[config.mk]
export PLATFORM = sky130hd
export DESIGN_NAME = task_tick_scheduler
export DESIGN_NICKNAME = d
export VERILOG_FILES = /design/src/rtl/task_tick_scheduler.sv
export SDC_FILE = /design/constraint.sdc
export NUM_CORES = 1
export LEC_CHECK = 0
export BUFFER_PORTS_ARGS = -buffer_cell sky130_fd_sc_hd__buf_2
export CELL_PAD_IN_SITES_DETAIL_PLACEMENT = 0
export CELL_PAD_IN_SITES_GLOBAL_PLACEMENT = 1
export CORE_MARGIN = 5
export CORE_UTILIZATION = 50
export CTS_CLUSTER_DIAMETER = 40
export DETAILED_ROUTE_END_ITERATION = 8
export PLACE_DENSITY_LB_ADDON = 0.1
export SYNTH_ARGS = -nofsm -noshare
export SYNTH_HDL_FRONTEND = slang
export SYNTH_SLANG_ARGS = --single-unit
[constraint.sdc]
create_clock -name clk -period 3.05 [get_ports clk]
set_input_delay 0.1525 -clock clk [delete_from_list [all_inputs] [get_ports clk]]
set_output_delay 0.1525 -clock clk [all_outputs]
set_load 0.03 [all_outputs]
[src/rtl/task_tick_scheduler.sv]
// Periodic task scheduler: prescaled base tick, three period counters, fixed-priority
// launch arbiter with start/done handshake. Define SCHED_OVERRUN_EN for sticky overrun flags.
module task_tick_scheduler #(
    parameter int unsigned CLK_DIV = 2000,
    parameter int unsigned PERIOD0 = 50,
    parameter int unsigned PERIOD1 = 5000,
    parameter int unsigned PERIOD2 = 12000
) (
    input  logic       clk,
    input  logic       rst_n,
    input  logic       enable,
    input  logic [2:0] task_done,
    input  logic       ovr_clr,
    output logic       base_tick,
    output logic [2:0] task_start,
    output logic [2:0] task_busy,
    output logic [2:0] overrun
);

    localparam logic [15:0] DIV_LAST = 16'(CLK_DIV - 1);
    localparam logic [2:0][15:0] PER_LAST = {16'(PERIOD2 - 1), 16'(PERIOD1 - 1), 16'(PERIOD0 - 1)};

    logic [15:0]      div_cnt;
    logic [2:0][15:0] per_cnt;
    logic [2:0]       pending;
    logic [2:0]       due;
    logic [2:0]       ovr_evt;

    always_comb begin
        due = '0;
        for (int i = 0; i < 3; i++) begin
            due[i] = base_tick && (per_cnt[i] == PER_LAST[i]);
        end
        // A due event finding the task still queued or running is dropped.
        ovr_evt = due & (pending | task_busy);
    end

    // Fixed priority: lowest index wins, one launch per cycle.
    always_comb begin
        task_start = '0;
        if (pending[0] && !task_busy[0]) begin
            task_start = 3'b001;
        end else if (pending[1] && !task_busy[1]) begin
            task_start = 3'b010;
        end else if (pending[2] && !task_busy[2]) begin
            task_start = 3'b100;
        end
    end

    always_ff @(posedge clk) begin
        if (!rst_n) begin
            div_cnt   <= '0;
            base_tick <= 1'b0;
            per_cnt   <= '0;
            pending   <= '0;
            task_busy <= '0;
        end else begin
            if (enable) begin
                div_cnt   <= (div_cnt == DIV_LAST) ? 16'd0 : div_cnt + 16'd1;
                base_tick <= (div_cnt == DIV_LAST);
            end else begin
                base_tick <= 1'b0;
            end
            for (int i = 0; i < 3; i++) begin
                if (base_tick) begin
                    per_cnt[i] <= due[i] ? 16'd0 : per_cnt[i] + 16'd1;
                end
            end
            pending   <= (pending & ~task_start) | (due & ~pending & ~task_busy);
            // Done in the launch cycle itself cancels the busy flag before it is ever seen.
            task_busy <= (task_busy | task_start) & ~task_done;
        end
    end

`ifdef SCHED_OVERRUN_EN
    always_ff @(posedge clk) begin
        if (!rst_n) begin
            overrun <= '0;
        end else begin
            overrun <= (overrun & ~{3{ovr_clr}}) | ovr_evt;
        end
    end
`else
    logic unused_ovr;
    assign unused_ovr = ovr_clr ^ (^ovr_evt);
    assign overrun    = '0;
`endif

endmodule
# == Yosys cells after proc, flatten, opt, wreduce, memory -nomap -nowiden ==
# Cells that the tools add are included.
# totals
ff_bits,71
input_bits,7
out_inout_bits,10
elab_cells,42
# classes
addsub,4
eq_ne,4
n_mux,7
n_bitwise,10
n_reduce_logical,10
# op_table
cell,n
adder 16 x 1 -> 16 bit (second input constant),4
two-way mux 16 bit,4
== test 16 x 11 -> 1 bit (second input constant),1
== test 16 x 13 -> 1 bit (second input constant),1
== test 16 x 14 -> 1 bit (second input constant),1
== test 16 x 6 -> 1 bit (second input constant),1
bitwise AND 3 bit,4
inverter 3 bit,4
two-way mux 3 bit,3
logical AND 1 bit,6
bitwise OR 3 bit,2
logical NOT 1 bit,3
AND reduction 2 bit,1

# == Logic depth before layout (Yosys ltp) ==
# Gate-level depths: netlist of the first run.
# depth
ltp_word,8
depth_mapped,7
ltp_nobuf,6

# == Least setup slack after synthesis of the first run ==
# No wires, ideal clock.
# synth_path
path_kind,reg-to-reg
from,reg task_busy[0]
to,reg pending[2]
arrival_time_ps,2240
required_time_ps,2935
setup_slack_ps,695
path_stages_with_launch,5
path_buffers,0
period_less_slack_ps,2355
cell_sequence,dfxtp_1 > nor2b_1 > nor4b_1 > nor2_1 > o21a_1
# synth_between
elab_chain_len,6
# synth_rtl
item,line,source
start: declaration,16,"output logic [2:0] task_busy,"
start signal: assignment,71,task_busy <= (task_busy | task_start) & ~task_done;
logical NOT 1 bit,41,if (pending[0] && !task_busy[0]) begin
logical AND 1 bit,41,
two-way mux 3 bit,41,
net task_start[2],15,"output logic [2:0] task_start,"
inverter 3 bit,69,pending <= (pending & ~task_start) | (due & ~pending & ~task_busy);
bitwise AND 3 bit,69,
bitwise OR 3 bit,69,
end signal: assignment,69,
end: declaration,25,logic [2:0] pending;
# The timed path passes the listed nets, and every way through them passes these cells.
# A chain may end at the register's enable or synchronous reset.

# == Final worst setup path of the first run ==
# layout_path
from,reg div_cnt[0]
to,reg div_cnt[4]
# layout_between
elab_chain_len,2
word_cells_on_any_way,3
cone_classes,1 x add/sub; 1 x eq/ne; 1 x mux
# layout_rtl
item,line,source
start: declaration,23,logic [15:0] div_cnt;
start signal: assignment,59,div_cnt <= (div_cnt == DIV_LAST) ? 16'd0 : div_cnt + 16'd1;
adder 16 x 1 -> 16 bit or == test 16 x 11 -> 1 bit (tied branches),59,
two-way mux 16 bit *,59,
# Mark *: on every way between the ends. The rest lies on a longest branch, timed or not.

==> summary by stage, run 1 <==
Route
The detail route stage leaves a number of antenna-violating nets equal to 0. The final route contains 2577 vias. The total wire length is 6120 um.

After detailed routing, the average wire length per cell comes to 12.9 um. Before antenna repair, the detailed router went through 5 iterations. The number of violations reported at the end of detailed-routing iteration 0 is 75. The residual DRC count is 0. The average via count per standard cell is approximately 5.4.

Yosys
The cell area after synthesis is 3300 um^2. The average instance in the mapped netlist occupies 8.82 um^2. The gate count of the mapped netlist is 374. The number of synthesized flops with an enable pin is 0. The number of warnings issued by yosys is 0. After synthesis, the cell types taking the most area are dfxtp_1, xnor2_1, nor2_1, nor4_1, nand4_1. The fraction of the yosys area taken by sequential cells is 43.1%. The dominant synthesized flop cell is dfxtp_1. Counting flops and latches in the post-synthesis netlist gives between 70 and 80. In the synthesized netlist the async set-or-reset flop fraction comes to 0%. The share of synthesized area in the top cell type comes to 43.1%. The netlist uses 44 different library cells. dfxtp_1 takes more of the synthesized area than any other cell.

Timing
The fmax is 483 MHz. Setup violations remaining at the end of the flow were counted as 0. The headroom to the max-slew limit is between 40% and 50%. After layout, the worst path uses 68.0% of the clock period.

The transition time at the pin with the least slew margin is a little over 800 ps. The clock skew after layout is 7.41 ps. The number of pins exceeding their max-slew limit in the final report was 0. After routing, the total negative slack on setup checks comes to 0 ps.

Setup repair after global routing left no endpoint under its margin. The count of final hold-check violations was 0. The shortest clock period the worst path allows after layout is 2070 ps.

Die
The vertical die dimension is just over 90 um. The core region is 6390 um^2. The number of I/O pins is 17. The starting utilization of the core area is 51.6%. The full die area is 8320 um^2. The die width is 91.2 um. The initialized floorplan defines 29 standard-cell rows.

Clock network
The clock insertion delay at the later pin of the skew report is between 300 and 400 ps. The root buffer cell chosen for the clock tree is clkbuf_8. The CTS clock-pin slew for the worst setup and hold paths is 70 ps.

The CTS sink count is around 70. The buffer levels on the longest clock path is 2. Gates resized during post-CTS repair numbered 0. The number of clock buffers inserted by TritonCTS is 9. The post-CTS setup repair buffer count is 0. The maximum level of the CTS H-tree is 3.

The clock tree from TritonCTS is yes.

Placement
The routability congestion estimate from global placement is 0.772. Detailed placement finished with a half-perimeter wire length of 4080 um. Once placement completed, the tool counted placed cells totaling 457. The number of input and output port buffers inserted is 12.

Global route
The total congestion overflow after global routing is 0. The via count of the first global-routing pass is 2500. The overall track demand over capacity in global routing is about 16%.

The initial antenna violation count is 0. The first global-routing pass estimated 11000 um of wire. Entering global routing, the biggest net connects 17 pins.

Outcome
The flow ran to the end, and the final reports show no timing, DRC or antenna violations.

Critical path
The startpoint kind of the worst setup timing path is a flip-flop. The peak fanout along the critical path is 16. The worst setup path category is flip-flop to flip-flop. The type of destination of the critical path is a flip-flop. Traced cell by cell, the critical path runs through ha_1 > nand4_4 > or4_4 > o31ai_4 > nor2_1. The critical path arrival is 2280 ps.

The worst stage delay on the critical path is 600 ps. The slowest stage of the critical path belongs to the cell o31ai_4. The data required time of the critical path is 3260 ps.

Power
The maximum VDD drop is 0.000364 V. Power spread over the standard cell area amounts to roughly 490 nW/um^2. The standby leakage power is 1.18 nW.

Layout
The multi-input combinational cells in the finished layout cover a total of 1770 um^2. The share of layout cells above drive strength 1 is between 10% and 20%. The diode insertion count for antenna repair is 0. Across the whole layout, storage elements account for roughly 1400 um^2. The utilization after layout is a little under three fifths. The final net count is 406. The layout overhead on the synthesized area is 11.2%. After the flow finishes, the layout carries non-filler instances totaling 476. The filler cells instantiated in the layout total 622.

Job
The total of max-cap violations is 0.

Min path
The worst hold path class is input pin to flip-flop.
==> cell usage after synthesis, drive strengths merged (7+ instances only) <==
cell type  count
nor2          73
dfxtp         71
xnor2         43
nand2         24
nor4          23
nand4         21
nor3          18
nand3         16
xor2          13
inv           10
buf            7
nand3b         7
==> flip-flops by register name, indices dropped and copies added, names as in the netlist, named ones only <==
name and count:
per_cnt 48, div_cnt 16, task_busy 3, pending 2, base_tick 1
==> through the flow <==
step                      setup slack (ps)  hold WS, ps  area (um^2)  power [mW]
after floorplan                        695          232         3300       0.986
after global placement                 956          317         3410       0.991
after detailed placement               929          324         3410       0.991
after CTS                              922          148         3670        1.85
after global routing                   754          192         3670        1.88
final                                  978          169         3670        1.81
==> worst max-delay path: cells and delay by family (launching register included) <==
| family | cells | cell delay, ps |
|---|---|---|
| compound gates | 1 | 600 |
| fa+ha+maj | 1 | 220 |
| flops | 1 | 360 |
| simple gates | 3 | 740 |
==> kinds of logic after synthesis <==
logic type / count (synthesis) / share of synthesized area (%)
buf+inv: 22 / 3.38
fa+ha+maj: 5 / 1.90
flops: 71 / 43.1
other cells: 1 / 0.114
mux: 1 / 0.304
compound gates: 15 / 3.87
xor+xnor: 56 / 14.9
simple gates: 203 / 32.4
==> final timing paths <==
kind	from	end	slack [ps]	cells after the start
setup / recovery	div_cnt[0]	div_cnt[4]	980	5
hold / removal	enable	div_cnt[0]	170	3
setup reg to reg	div_cnt[0]	div_cnt[4]	980	5
hold reg to reg	flip-flop	flip-flop	470	2
==> metal layers <==
metal | global-route usage [%] | wire [um]
met5 | 0 | 0
met4 | 6.23 | 114
met3 | 4.05 | 237
met2 | 24.6 | 2660
met1 | 20.6 | 3110
==> timing repair <==
action | CTS | global route
endpoints found under the setup margin | 0 | 0
endpoints found under the hold margin | 3 | 0
hold buffers | 3 | 0
==> report_power, final <==
| group | switching [mW] | internal, mW |
|---|---|---|
| Clock | 0.335 | 0.505 |
| Sequential | 0.00242 | 0.929 |
| Combinational | 0.0281 | 0.0123 |
==> cell usage in the layout (no fill, tap or decap), types with 2 or more instances in the layout <==
cell           netlist  final
nand4_1             19     19
nor2b_1              2      2
nand3_1             15     15
nand3b_1             7      7
xor2_1              13     13
or4_4                4      4
xnor2_1             43     43
nor4_1              23     23
nor2_1              73     73
bufinv_16            0      2
buf_4                3      3
nor3_1              18     18
conb_1               1      3
a21oi_1              3      3
nand2b_1             3      3
nand2_1             24     24
ha_1                 5      5
clkbuf_8             0     11
clkbuf_1             4      2
dlygate4sd3_1        0      3
dfxtp_1             71     71
inv_1               10     10
o21ai_0              4      4
buf_2                2     12
nor4b_1              4      4
==> area by class of cell <==
type,count,share of cell area (%)
clock inverter,3,1.77
inverter,11,1.13
clock buffer,13,4.33
tap,77,2.63
multi-input combinational,283,48.3
sequential,71,38.8
timing repair buffer,18,3.07
(Power assumes the default switching activity.)
==> run 2, diff against run 1 <==
- ABC_AREA: default -> 1
- CORE_UTILIZATION: 50 -> 44
- clock period: 3.05 -> 2.1 ns (I/O delays scaled with it)
==> run 2 against run 1 <==
Net effect:
- hold slack got worse by 58 ps
- die area up 28%
- clock-buffer cell count down 3
- worst setup slack got worse by 550 ps
- synthesized cell count is 57% higher
- global-route usage increased by 1.3 points
- clock power rose by 17%
- non-clock buffer count down 2
- sequential share of layout area shrank 4.6 points
- highest routed layer unchanged
==> summary by stage, run 2 <==
Clock network
The CTS clock-pin slew for the worst setup and hold paths is 80 ps (was 70 ps). The post-cts hold buffer count came to 3 (unchanged). The number of clock buffers inserted by TritonCTS is 9 (unchanged). The number of gates resized after cts was 0 (unchanged). The cell chosen for the clock root was clkbuf_8 (unchanged). The post-CTS setup repair buffer count came to 0 (unchanged). The CTS sink count is 71 (unchanged). The clock tree from TritonCTS is yes (unchanged). The clock insertion delay at the later pin of the skew report is 350 ps (was 340 ps).

The buffer levels on the longest clock path came to 2 (unchanged). The maximum level of the CTS H-tree is 3 (unchanged).

Timing
The transition time at the pin with the least slew margin is 555 ps (was 819 ps). The count of final hold-check violations is 0 (unchanged). The final worst setup slack is 427 ps (was 978 ps).

The number of pins exceeding their max-slew limit in the final report came to 0 (unchanged). The share of the clock period used by the worst path after layout is 79.7% (was 68.0%). Unrepaired setup endpoints after global routing: no (unchanged). The headroom to the max-slew limit is 63.0% (was 45.2%). The final setup TNS is 0 ps (unchanged). The shortest clock period the worst path allows after layout was 1670 ps (was 2070 ps). The fmax is 598 MHz (was 483 MHz).

The final number of setup-violating endpoints is 0 (unchanged). The clock skew after layout is 7.43 ps (was 7.41 ps).

Layout
The share of layout cells above drive strength 1 is 10.1% (was 10.3%). Largest registers: per_cnt x48, div_cnt x16, task_busy x3 (unchanged). The register bank with the most flops is per_cnt (unchanged). The multi-input combinational cell area was 2050 um^2 (was 1770 um^2). The diode insertion count for antenna repair was 0 (unchanged). The utilization after layout came to 48.4% (was 57.4%). The most common cell after layout, fill and taps aside is nand2_1 (was nor2_1). Most frequent cells in the layout: nand2_1, nor2_1, inv_1 (was nor2_1, dfxtp_1, xnor2_1).

The footprint of the flip-flops and latches is 1420 um^2 (unchanged). The count of filler cells inserted in the layout was 918 (was 622). The flip-flop count of the largest register, all copies and words added is 48 (unchanged). The layout overhead on the synthesized area came to 9.13% (was 11.2%). The final net count is 620 (was 406). The non-filler instance count after layout is 721 (was 476).

Yosys
Area contributors post-synth: dfxtp_1, nand2_1, nor2_1, inv_1, nand3_1 (was dfxtp_1, xnor2_1, nor2_1, nor4_1, nand4_1). The number of warnings issued by yosys is 0 (unchanged). The largest area contributor in the netlist was dfxtp_1 (unchanged). The area fraction of the dominant cell type after synthesis came to 37.3% (was 43.1%).

The dominant synthesized flop cell is dfxtp_1 (unchanged). Leading post-synthesis cells by instance count: nand2_1, nor2_1, inv_1 (was nor2_1, dfxtp_1, xnor2_1). The async set-reset flop share out of synthesis was 0% (unchanged). The count of distinct cell types in the synthesized netlist is 32 (was 44). The most common cell in the netlist is nand2_1 (was nor2_1). The cell area after synthesis was 3810 um^2 (was 3300 um^2). The gate count of the mapped netlist is 587 (was 374).

The number of synthesized flops with an enable pin came to 0 (unchanged). The synthesized flop and latch total was 71 (unchanged). The mean instance size in the synthesized netlist is 6.49 um^2 (was 8.82 um^2). The fraction of the yosys area taken by sequential cells is 37.3% (was 43.1%).

Power
The power consumption is 2.40 mW (was 1.81 mW). The internal portion of total power was 1.82 mW (was 1.45 mW). The clock network fraction of design power is 40.8% (was 46.3%). The net load switching power came to 0.581 mW (was 0.365 mW). The maximum VDD drop is 0.000293 V (was 0.000364 V). The standby leakage power is 1.64 nW (was 1.18 nW). The fraction of power spent switching nets is 24.2% (was 20.2%). The power density over the cells is 578 nW/um^2 (was 494 nW/um^2).

The proportion of power drawn by combinational gates is 2.9% (was 2.2%). The register share of total power is 56.3% (was 51.4%).

Critical path
The critical path arrival is 1920 ps (was 2280 ps). The data required time of the critical path is 2350 ps (was 3260 ps). The startpoint kind of the worst setup timing path is a flip-flop (unchanged). The register-to-register path setup slack is 430 ps (was 980 ps).

By instance count, the cell type seen most on the critical path is nor2_1. The worst stage delay on the critical path came to 650 ps (was 600 ps). The peak fanout along the critical path came to 14 (was 16). The end of the worst register-to-register path is per_cnt[28] (was div_cnt[4]). The worst setup path category is flip-flop to flip-flop (unchanged). Cell chain of the critical path: inv_4 > nor2_1 > nand2_2 > nor2_1 > nand2_1 > nand2_1 > nor2_1 (was ha_1 > nand4_4 > or4_4 > o31ai_4 > nor2_1). The beginning of the worst register-to-register path is base_tick (was div_cnt[0]). The family with the most delay on the worst path is simple AND/OR/NAND/NOR gates (unchanged). The slowest library cell on the worst path is dfxtp_1 (was o31ai_4). The buffers plus inverters on the worst setup path is 1 (was 0). The type of destination of the critical path is a flip-flop (unchanged). The length in cells of the worst reg-to-reg path is 7 (was 5).

Route
The total wire length is 8190 um (was 6120 um). The residual DRC count is 0 (unchanged). The average via count per standard cell is 4.81 (was 5.41). The total number of vias is 3470 (was 2577).

The post-detailed-route count of antenna-violating nets was 0 (unchanged). The total iterations of the first detailed-routing run is 4 (was 5). The number of violations reported at the end of detailed-routing iteration 0 is 89 (was 75). The average detailed-routed wire length per instance came to 11.4 um (was 12.9 um).

Min path
The launch point of the worst hold path is enable (unchanged). The worst hold path class is input pin to flip-flop (unchanged). The count of cells along the worst hold path was 3 (unchanged). The worst min-delay path endpoint is div_cnt[0] (unchanged).

Placement
The worst-case setup slack after placement was 438 ps (was 929 ps). The cell total after placement is 702 (was 457). The number of input and output port buffers inserted is 12 (unchanged). The routability congestion estimate from global placement is 0.830 (was 0.772). The post-DP HPWL was 6050 um (was 4080 um).

Job
The total of max-cap violations was 0 (unchanged).

Die
The full die area came to 10600 um^2 (was 8320 um^2). The starting utilization of the core area is 44.3% (was 51.6%). The site row count is 34 (was 29). The number of I/O pins came to 17 (unchanged). The placeable core region is 8590 um^2 (was 6390 um^2).

The vertical die dimension is 103 um (was 91.2 um). The die width was 103 um (was 91.2 um).

Global route
The overall track demand over capacity in global routing is 17.0% (was 15.7%). The initial antenna violation count came to 0 (unchanged). The pin count of the biggest net entering global routing is 25 (was 17). The global-route wire length before repair was 14400 um (was 11000 um).

The global-route met1 utilization came to 22.7% (was 20.6%). The most used routing layer in global routing is met2 (unchanged). The via count of the first global-routing pass is 3224 (was 2500). The met2 track demand over resource is 27.6% (was 24.6%). The total congestion overflow after global routing is 0 (unchanged). The global-route met3 utilization was 2.44% (was 4.05%).

Outcome
Outcome: finished clean (unchanged).
[run 2: changes by cell type in the layout (fill, tap and decap cells not counted), sizes merged, moves of 4 or more]
cell / previous run / this run
xnor2: 43 / 3
nand3b: 7 / 3
nor4b: 4 / 0
nor4: 23 / 0
a21oi: 4 / 17
or4: 5 / 0
nand2: 24 / 155
nand4: 21 / 12
nand3: 16 / 33
inv: 10 / 74
nor2: 73 / 150
o21ai: 5 / 15
[run 2: kinds of logic after synthesis]
group                      after synthesis  share of synthesized area [%]
and+or+nand+nor                        379                           43.6
buffers and inverters                   82                           9.10
DFF                                     71                           37.3
AOI/OAI and AO/OA                       35                           5.06
xor gates and xnor gates                14                           3.22
adders and majority gates                5                           1.64
other                                    1                         0.0985
[run 2: area by class of cell]
type                            count  share of cell area, %
Timing Repair Buffer               16                   2.35
Multi-Input combinational cell    436                   49.3
Clock buffer                       10                   3.31
Sequential cell                    71                   34.2
Inverter                           74                   6.74
Clock inverter                      6                  0.873
Tap cell                          108                   3.25
[run 2: power groups by stage]
stage / clock [mW] / sequential, mW / combinational, mW
floorplan: 0 / 1.38 / 0.0493
global placement: 0 / 1.38 / 0.0661
detailed placement: 0 / 1.38 / 0.0674
CTS: 1.03 / 1.35 / 0.0716
global route: 1.08 / 1.35 / 0.0789
finish: 0.981 / 1.35 / 0.0701
[run 2: per-stage QoR]
stage | cell area (um^2) | hold WS (ps)
2_1_floorplan | 3820 | 183
4_1_cts | 4160 | 84.3
3_5_place_dp | 3950 | 274
3_3_place_gp | 3950 | 270
5_1_grt | 4160 | 118
6_report | 4160 | 111
[run 2: worst max-delay path by stage]
stage	from	to	cells past startpoint
final	base_tick	per_cnt[28]	7
after global routing	base_tick	per_cnt[13]	6
after CTS	base_tick	per_cnt[11]	7
after detailed placement	base_tick	per_cnt[28]	7
after global placement	base_tick	per_cnt[28]	7
after floorplan	base_tick	per_cnt[21]	6
[run 2: worst min-delay path: stages]
cell and delay (ps):
buf_2 140, nor2_1 110, nor3_1 50
[run 2: routing by layer]
metal / routed length (um) / vias up
met4: 137 / 0
met3: 161 / 10
met2: 3640 / 31
met5: 0 / -
met1: 4250 / 1562
li1: - / 1867
